<file path="src/rtl/smart_house_cmd_tx.sv">
// Serialises one of four fixed ASCII commands over a valid/ready character bus.
// Optional SMART_TX_CHECKSUM_EN appends the XOR of the command's characters.
module smart_house_cmd_tx #(
  parameter int         GAP_CYCLES = 0,
  parameter logic [7:0] FILL_CHAR  = 8'h00
) (
  input  logic       clock,
  input  logic       reset,
  input  logic       cmd_start,
  input  logic [1:0] cmd_sel,
  input  logic       char_ready,
  output logic [7:0] char_out,
  output logic       char_valid,
  output logic       busy,
  output logic       done
);

`ifdef SMART_TX_CHECKSUM_EN
  typedef enum logic [2:0] {IDLE, SEND, GAP, CSUM, DONE} state_t;
`else
  typedef enum logic [2:0] {IDLE, SEND, GAP, DONE} state_t;
`endif

  localparam logic [7:0] GAP_LOAD = 8'(GAP_CYCLES - 1);

  state_t     state, state_n;
  logic [1:0] sel, sel_n;
  logic [3:0] idx, idx_n;
  logic [7:0] gap_cnt, gap_n;
  logic [7:0] out_n;
  logic       valid_n, busy_n, done_n;

  function automatic logic [7:0] rom(input logic [1:0] s,
                                     input logic [3:0] i);
    logic [7:0] c;
    case ({s, i})
      6'd0:  c = "O";
      6'd1:  c = "P";
      6'd2:  c = "E";
      6'd3:  c = "N";
      6'd4:  c = "W";
      6'd5:  c = "I";
      6'd6:  c = "N";
      6'd7:  c = "D";
      6'd8:  c = "O";
      6'd9:  c = "W";
      6'd16: c = "L";
      6'd17: c = "I";
      6'd18: c = "G";
      6'd19: c = "H";
      6'd20: c = "T";
      6'd21: c = "O";
      6'd22: c = "N";
      6'd32: c = "M";
      6'd33: c = "U";
      6'd34: c = "S";
      6'd35: c = "I";
      6'd36: c = "C";
      6'd37: c = "O";
      6'd38: c = "F";
      6'd39: c = "F";
      6'd48: c = "H";
      6'd49: c = "E";
      6'd50: c = "A";
      6'd51: c = "T";
      default: c = 8'h00;
    endcase
    return c;
  endfunction

  function automatic logic [3:0] last_idx(input logic [1:0] s);
    logic [3:0] l;
    case (s)
      2'd0:    l = 4'd9;
      2'd1:    l = 4'd6;
      2'd2:    l = 4'd7;
      default: l = 4'd3;
    endcase
    return l;
  endfunction

`ifdef SMART_TX_CHECKSUM_EN
  logic csum_p, csum_p_n;

  function automatic logic [7:0] csum(input logic [1:0] s);
    logic [7:0] x;
    x = 8'h00;
    for (int k = 0; k < 16; k++)
      if (4'(k) <= last_idx(s)) x = x ^ rom(s, 4'(k));
    return x;
  endfunction
`endif

  always_ff @(posedge clock) begin
    if (reset) begin
      state      <= IDLE;
      sel        <= 2'd0;
      idx        <= 4'd0;
      gap_cnt    <= 8'd0;
      char_out   <= FILL_CHAR;
      char_valid <= 1'b0;
      busy       <= 1'b0;
      done       <= 1'b0;
`ifdef SMART_TX_CHECKSUM_EN
      csum_p     <= 1'b0;
`endif
    end else begin
      state      <= state_n;
      sel        <= sel_n;
      idx        <= idx_n;
      gap_cnt    <= gap_n;
      char_out   <= out_n;
      char_valid <= valid_n;
      busy       <= busy_n;
      done       <= done_n;
`ifdef SMART_TX_CHECKSUM_EN
      csum_p     <= csum_p_n;
`endif
    end
  end

  always_comb begin
    state_n = state;
    sel_n   = sel;
    idx_n   = idx;
    gap_n   = gap_cnt;
    out_n   = FILL_CHAR;
    valid_n = 1'b0;
    busy_n  = 1'b0;
    done_n  = 1'b0;
`ifdef SMART_TX_CHECKSUM_EN
    csum_p_n = csum_p;
`endif
    unique case (state)
      IDLE: begin
        if (cmd_start) begin
          state_n = SEND;
          sel_n   = cmd_sel;
          idx_n   = 4'd0;
          out_n   = rom(cmd_sel, 4'd0);
          valid_n = 1'b1;
          busy_n  = 1'b1;
        end
      end
      SEND: begin
        out_n   = char_out;
        valid_n = 1'b1;
        busy_n  = 1'b1;
        if (char_ready) begin
          if (idx == last_idx(sel)) begin
`ifdef SMART_TX_CHECKSUM_EN
            if (GAP_CYCLES > 0) begin
              state_n  = GAP;
              gap_n    = GAP_LOAD;
              out_n    = FILL_CHAR;
              valid_n  = 1'b0;
              csum_p_n = 1'b1;
            end else begin
              state_n = CSUM;
              out_n   = csum(sel);
            end
`else
            state_n = DONE;
            out_n   = FILL_CHAR;
            valid_n = 1'b0;
            busy_n  = 1'b0;
            done_n  = 1'b1;
`endif
          end else begin
            idx_n = idx + 4'd1;
            if (GAP_CYCLES > 0) begin
              state_n = GAP;
              gap_n   = GAP_LOAD;
              out_n   = FILL_CHAR;
              valid_n = 1'b0;
            end else begin
              out_n = rom(sel, idx + 4'd1);
            end
          end
        end
      end
      GAP: begin
        busy_n = 1'b1;
        if (gap_cnt == 8'd0) begin
          valid_n = 1'b1;
          state_n = SEND;
          out_n   = rom(sel, idx);
`ifdef SMART_TX_CHECKSUM_EN
          if (csum_p) begin
            state_n  = CSUM;
            out_n    = csum(sel);
            csum_p_n = 1'b0;
          end
`endif
        end else begin
          gap_n = gap_cnt - 8'd1;
        end
      end
`ifdef SMART_TX_CHECKSUM_EN
      CSUM: begin
        out_n   = char_out;
        valid_n = 1'b1;
        busy_n  = 1'b1;
        if (char_ready) begin
          state_n = DONE;
          out_n   = FILL_CHAR;
          valid_n = 1'b0;
          busy_n  = 1'b0;
          done_n  = 1'b1;
        end
      end
`endif
      DONE: state_n = IDLE;
      default: state_n = IDLE;
    endcase
  end

endmodule

</file>
<file path="config.mk">
export PLATFORM = sky130hd
export DESIGN_NAME = smart_house_cmd_tx
export DESIGN_NICKNAME = d
export VERILOG_FILES = /design/src/rtl/smart_house_cmd_tx.sv
export SDC_FILE = /design/constraint.sdc
export NUM_CORES = 1
export LEC_CHECK = 0
export BUFFER_PORTS_ARGS = -buffer_cell sky130_fd_sc_hd__buf_2
export CORE_MARGIN = 2
export CORE_UTILIZATION = 60
export CTS_BUF_LIST = sky130_fd_sc_hd__clkbuf_4 sky130_fd_sc_hd__clkbuf_8
export CTS_CLUSTER_DIAMETER = 50
export DETAILED_ROUTE_END_ITERATION = 8
export GPL_TIMING_DRIVEN = 1
export PLACE_DENSITY = 0.8
export SETUP_SLACK_MARGIN = 0.1
export SYNTH_ARGS = -nofsm -noshare
export SYNTH_HDL_FRONTEND = slang
export SYNTH_SLANG_ARGS = --single-unit
</file>
<file path="constraint.sdc">
create_clock -name clock -period 2.35 [get_ports clock]
set_input_delay 0.1175 -clock clock [delete_from_list [all_inputs] [get_ports clock]]
set_output_delay 0.1175 -clock clock [all_outputs]
set_load 0.03 [all_outputs]
</file>
==> results.cfg <==
[clock_network]
cts_buffers = 3
insertion_delay_ns = 0.31
clock_path_buffers = 2
cts.sinks = 25
clk_pin_slew_worst_paths_ns = 0.13
cts_tree = yes
cts_hold_buf = 0
cts_resized = 0
postCtsSetupBuffers = 0
clockRootBuffer = clkbuf_4
cts_max_level = 1

[min_path]
hold-path-cell-count = 2
hp-class = in -> reg
min_from = cmd_start
min_to = state[0]

[timing]
fmax_mhz = 482
tns_ns = 0
tightest_slew_ns = 0.513
hold_violations = 0
finalMaxSlewViolations = 0
rsz0062_at_grt = false
setup_viol = 0
holdWs_ns = 0.0721
finalCritPeriodShare = 0.884
relSlewSlack = 0.658
fin_skew_ns = 0.0105
fin_crit_ns = 2.08

[die]
die_area_sq_um = 4160
core_sq_um = 3420
num_io_pins = 17
rows = 21
die_h_microns = 64.5
initial_core_util = 0.644
die_w_microns = 64.5

[grt]
antenna_found_initial = 0
track_usage = 0.279
grt_pass1_wl_mm = 9.43
grt_max_degree = 28
grt_overflow = 0
grt_pass1_vias = 2063

[synth]
synth_seq_area_share = 0.228
synth_top_family_by_area = compound AO/OA/AOI/OAI gates
synth_compound_area_frac = 0.297
yosysUniqueCellTypes = 64
ys.flop_type = dfxtp_1
avgSynthCellArea_sq_um = 7.69
synthSimpleGateAreaFrac = 0.253
ys_warn_count = 0
synthXorXnorAreaFrac = 0.0546
synth_mux_area_frac = 0.0137
synthArstFlopShare = 0
synthesis.area_sq_um = 2200
ys_ff_latch = 25
synth_fa_ha_area_frac = 0.0854
synth_edf_count = 0
syn_inst = 286

[route]
routedWlPerCell_microns = 16.4
num_vias = 2206
wl_met2_mm = 2.47
wl_met1_mm = 2.47
antenna_left = 0
viasPerCell = 6.53
first_pass_iters = 5
totalWireLength_mm = 5.54
remaining_drc_errors = 0
dr.max_layer_used = met4
wl_met3_microns = 483
drtIter0Drc = 402

[critical_path]
startpoint_type = flop
crit_fanout = 9
worstSetupPathType = reg -> reg
cp.required_ns = 2.53
critPathCaptureType = flop
regToRegStartpoint = idx[0]
critPathArrivalTime_ns = 2.26
ff2ff_path_depth = 7
worst_r2r_endpoint = char_out[0]
ff2ff_setup_slack_ns = 0.27

[power]
power_density_nw_per_um2 = 374
vdd_drop_max_v = 0.000414
p_leak_nw = 0.909

[placed_design]
port_buffers = 14
dp_hpwl_mm = 3.99
gp_congestion = 0.988

[layout]
final_core_util = 0.689
drive_above_1_share = 0.168
antennaDiodeCount = 0
fin_nets = 314
areaGrowthSynthToFinish_pct = 7.00

[run_status]
status = completed

[run]
maxCapViolations = 0
==> registers in the layout, indices dropped and copies added, names as in the netlist <==
register and cells:
done 1, char_out 6, gap_cnt 8, char_valid 1, busy 1, state 2, sel 2, idx 4
==> per-layer routing <==
| metal | global-route usage | vias up |
|---|---|---|
| li1 | - | 1054 |
| met1 | 0.395 | 1006 |
| met2 | 0.451 | 129 |
| met3 | 0.0434 | 17 |
| met4 | 0.0612 | 0 |
| met5 | 0 | - |
==> cell families (layout without fill, tap and decap cells) <==
| logic type | after synthesis | in the layout |
|---|---|---|
| muxes | 3 | 3 |
| and+or+nand+nor | 104 | 104 |
| adders and majority gates | 15 | 15 |
| AOI/OAI and AO/OA | 92 | 92 |
| buffers and inverters | 34 | 39 |
| other | 1 | 2 |
| xor gates and xnor gates | 12 | 12 |
| DFF | 25 | 25 |
==> through the flow <==
stage          instances  total power [W]  area (sq um)  setup slack [ns]
5_1_grt              338         0.000923          2350             0.125
3_5_place_dp         334         0.000686          2300             0.251
2_1_floorplan        287         0.000633          2200             0.207
4_1_cts              338         0.000882          2330             0.235
6_report             338         0.000881          2350             0.274
3_3_place_gp         334         0.000684          2300             0.311
==> report_power, final <==
| part | internal [W] | leakage (nW) | switching [W] |
|---|---|---|---|
| combinational | 0.0000841 | 0.687 | 0.000149 |
| sequential | 0.000438 | 0.204 | 0.0000129 |
| clock | 0.0000778 | 0.0184 | 0.000118 |
==> worst max-delay path, cell delays in order (launching register included) <==
cell      delay [ns]
dfxtp_1         0.40
ha_2            0.27
ha_2            0.36
o22a_1          0.22
o21ai_1         0.17
nor2_1          0.06
o41ai_1         0.37
a221oi_1        0.12
==> layout make-up <==
type	instances	area, sq um
Inverter	10	37.5
Tap cell	46	57.6
Clock buffer	4	30.0
Fill cell	293	1060
Multi-Input combinational cell	228	1570
Sequential cell	25	500
Timing Repair Buffer	25	153
==> worst max-delay path by stage <==
stage | slack, ns | depth (start not counted) | endpoint | startpoint
after global placement | 0.31 | 7 | char_out[0] | idx[0]
after detailed placement | 0.25 | 7 | char_out[0] | idx[0]
after global routing | 0.13 | 7 | char_out[0] | idx[0]
after floorplan | 0.21 | 8 | char_out[0] | idx[1]
final | 0.27 | 7 | char_out[0] | idx[0]
after CTS | 0.24 | 7 | char_out[0] | idx[0]
==> synthesized netlist by cell type, types with 2 or more instances <==
cell type	instances	area (sq um)
nand3b_1	2	15.0
o32ai_1	2	17.5
xnor2_2	2	32.5
or3_1	4	25.0
nand3_1	15	75.1
a221oi_1	4	35.0
inv_2	2	7.51
o41ai_1	2	17.5
o21ai_0	10	50.1
o31ai_1	2	15.0
o21ai_1	8	40.0
a32oi_1	3	26.3
a32o_1	2	20.0
nand2_1	16	60.1
inv_1	8	30.0
nor2_1	31	116
mux2i_1	3	30.0
and3_1	3	18.8
buf_4	3	22.5
nor2_2	2	12.5
a22oi_1	2	15.0
ha_1	15	188
a31oi_1	6	37.5
nor3_1	8	40.0
xnor2_1	3	26.3
o2111ai_1	2	17.5
nor2b_1	6	37.5
clkbuf_1	13	48.8
xor2_1	7	61.3
buf_2	7	35.0
a21oi_1	26	130
o21bai_1	5	37.5
a211oi_1	2	15.0
nand2b_1	6	37.5
dfxtp_1	25	500
==> placed cells by master, fill, tap and decap left out, types with 3 or more instances in the layout <==
cell type,Yosys,routed
a21oi_1,26,26
ha_1,15,11
nor2_1,31,31
dfxtp_1,25,25
nand2b_1,6,6
mux2i_1,3,3
nor2b_1,6,6
and3_1,3,3
a221oi_1,4,4
o21ai_1,8,8
nor3_1,8,8
nand2_1,16,16
xnor2_1,3,3
xor2_1,7,7
a32oi_1,3,3
inv_1,8,8
o21ai_0,10,10
nand3_1,15,15
clkbuf_4,0,4
or3_1,4,4
buf_4,3,11
a31oi_1,6,6
ha_2,0,3
o21bai_1,5,5
buf_2,7,14
(Power assumes the default switching activity.)
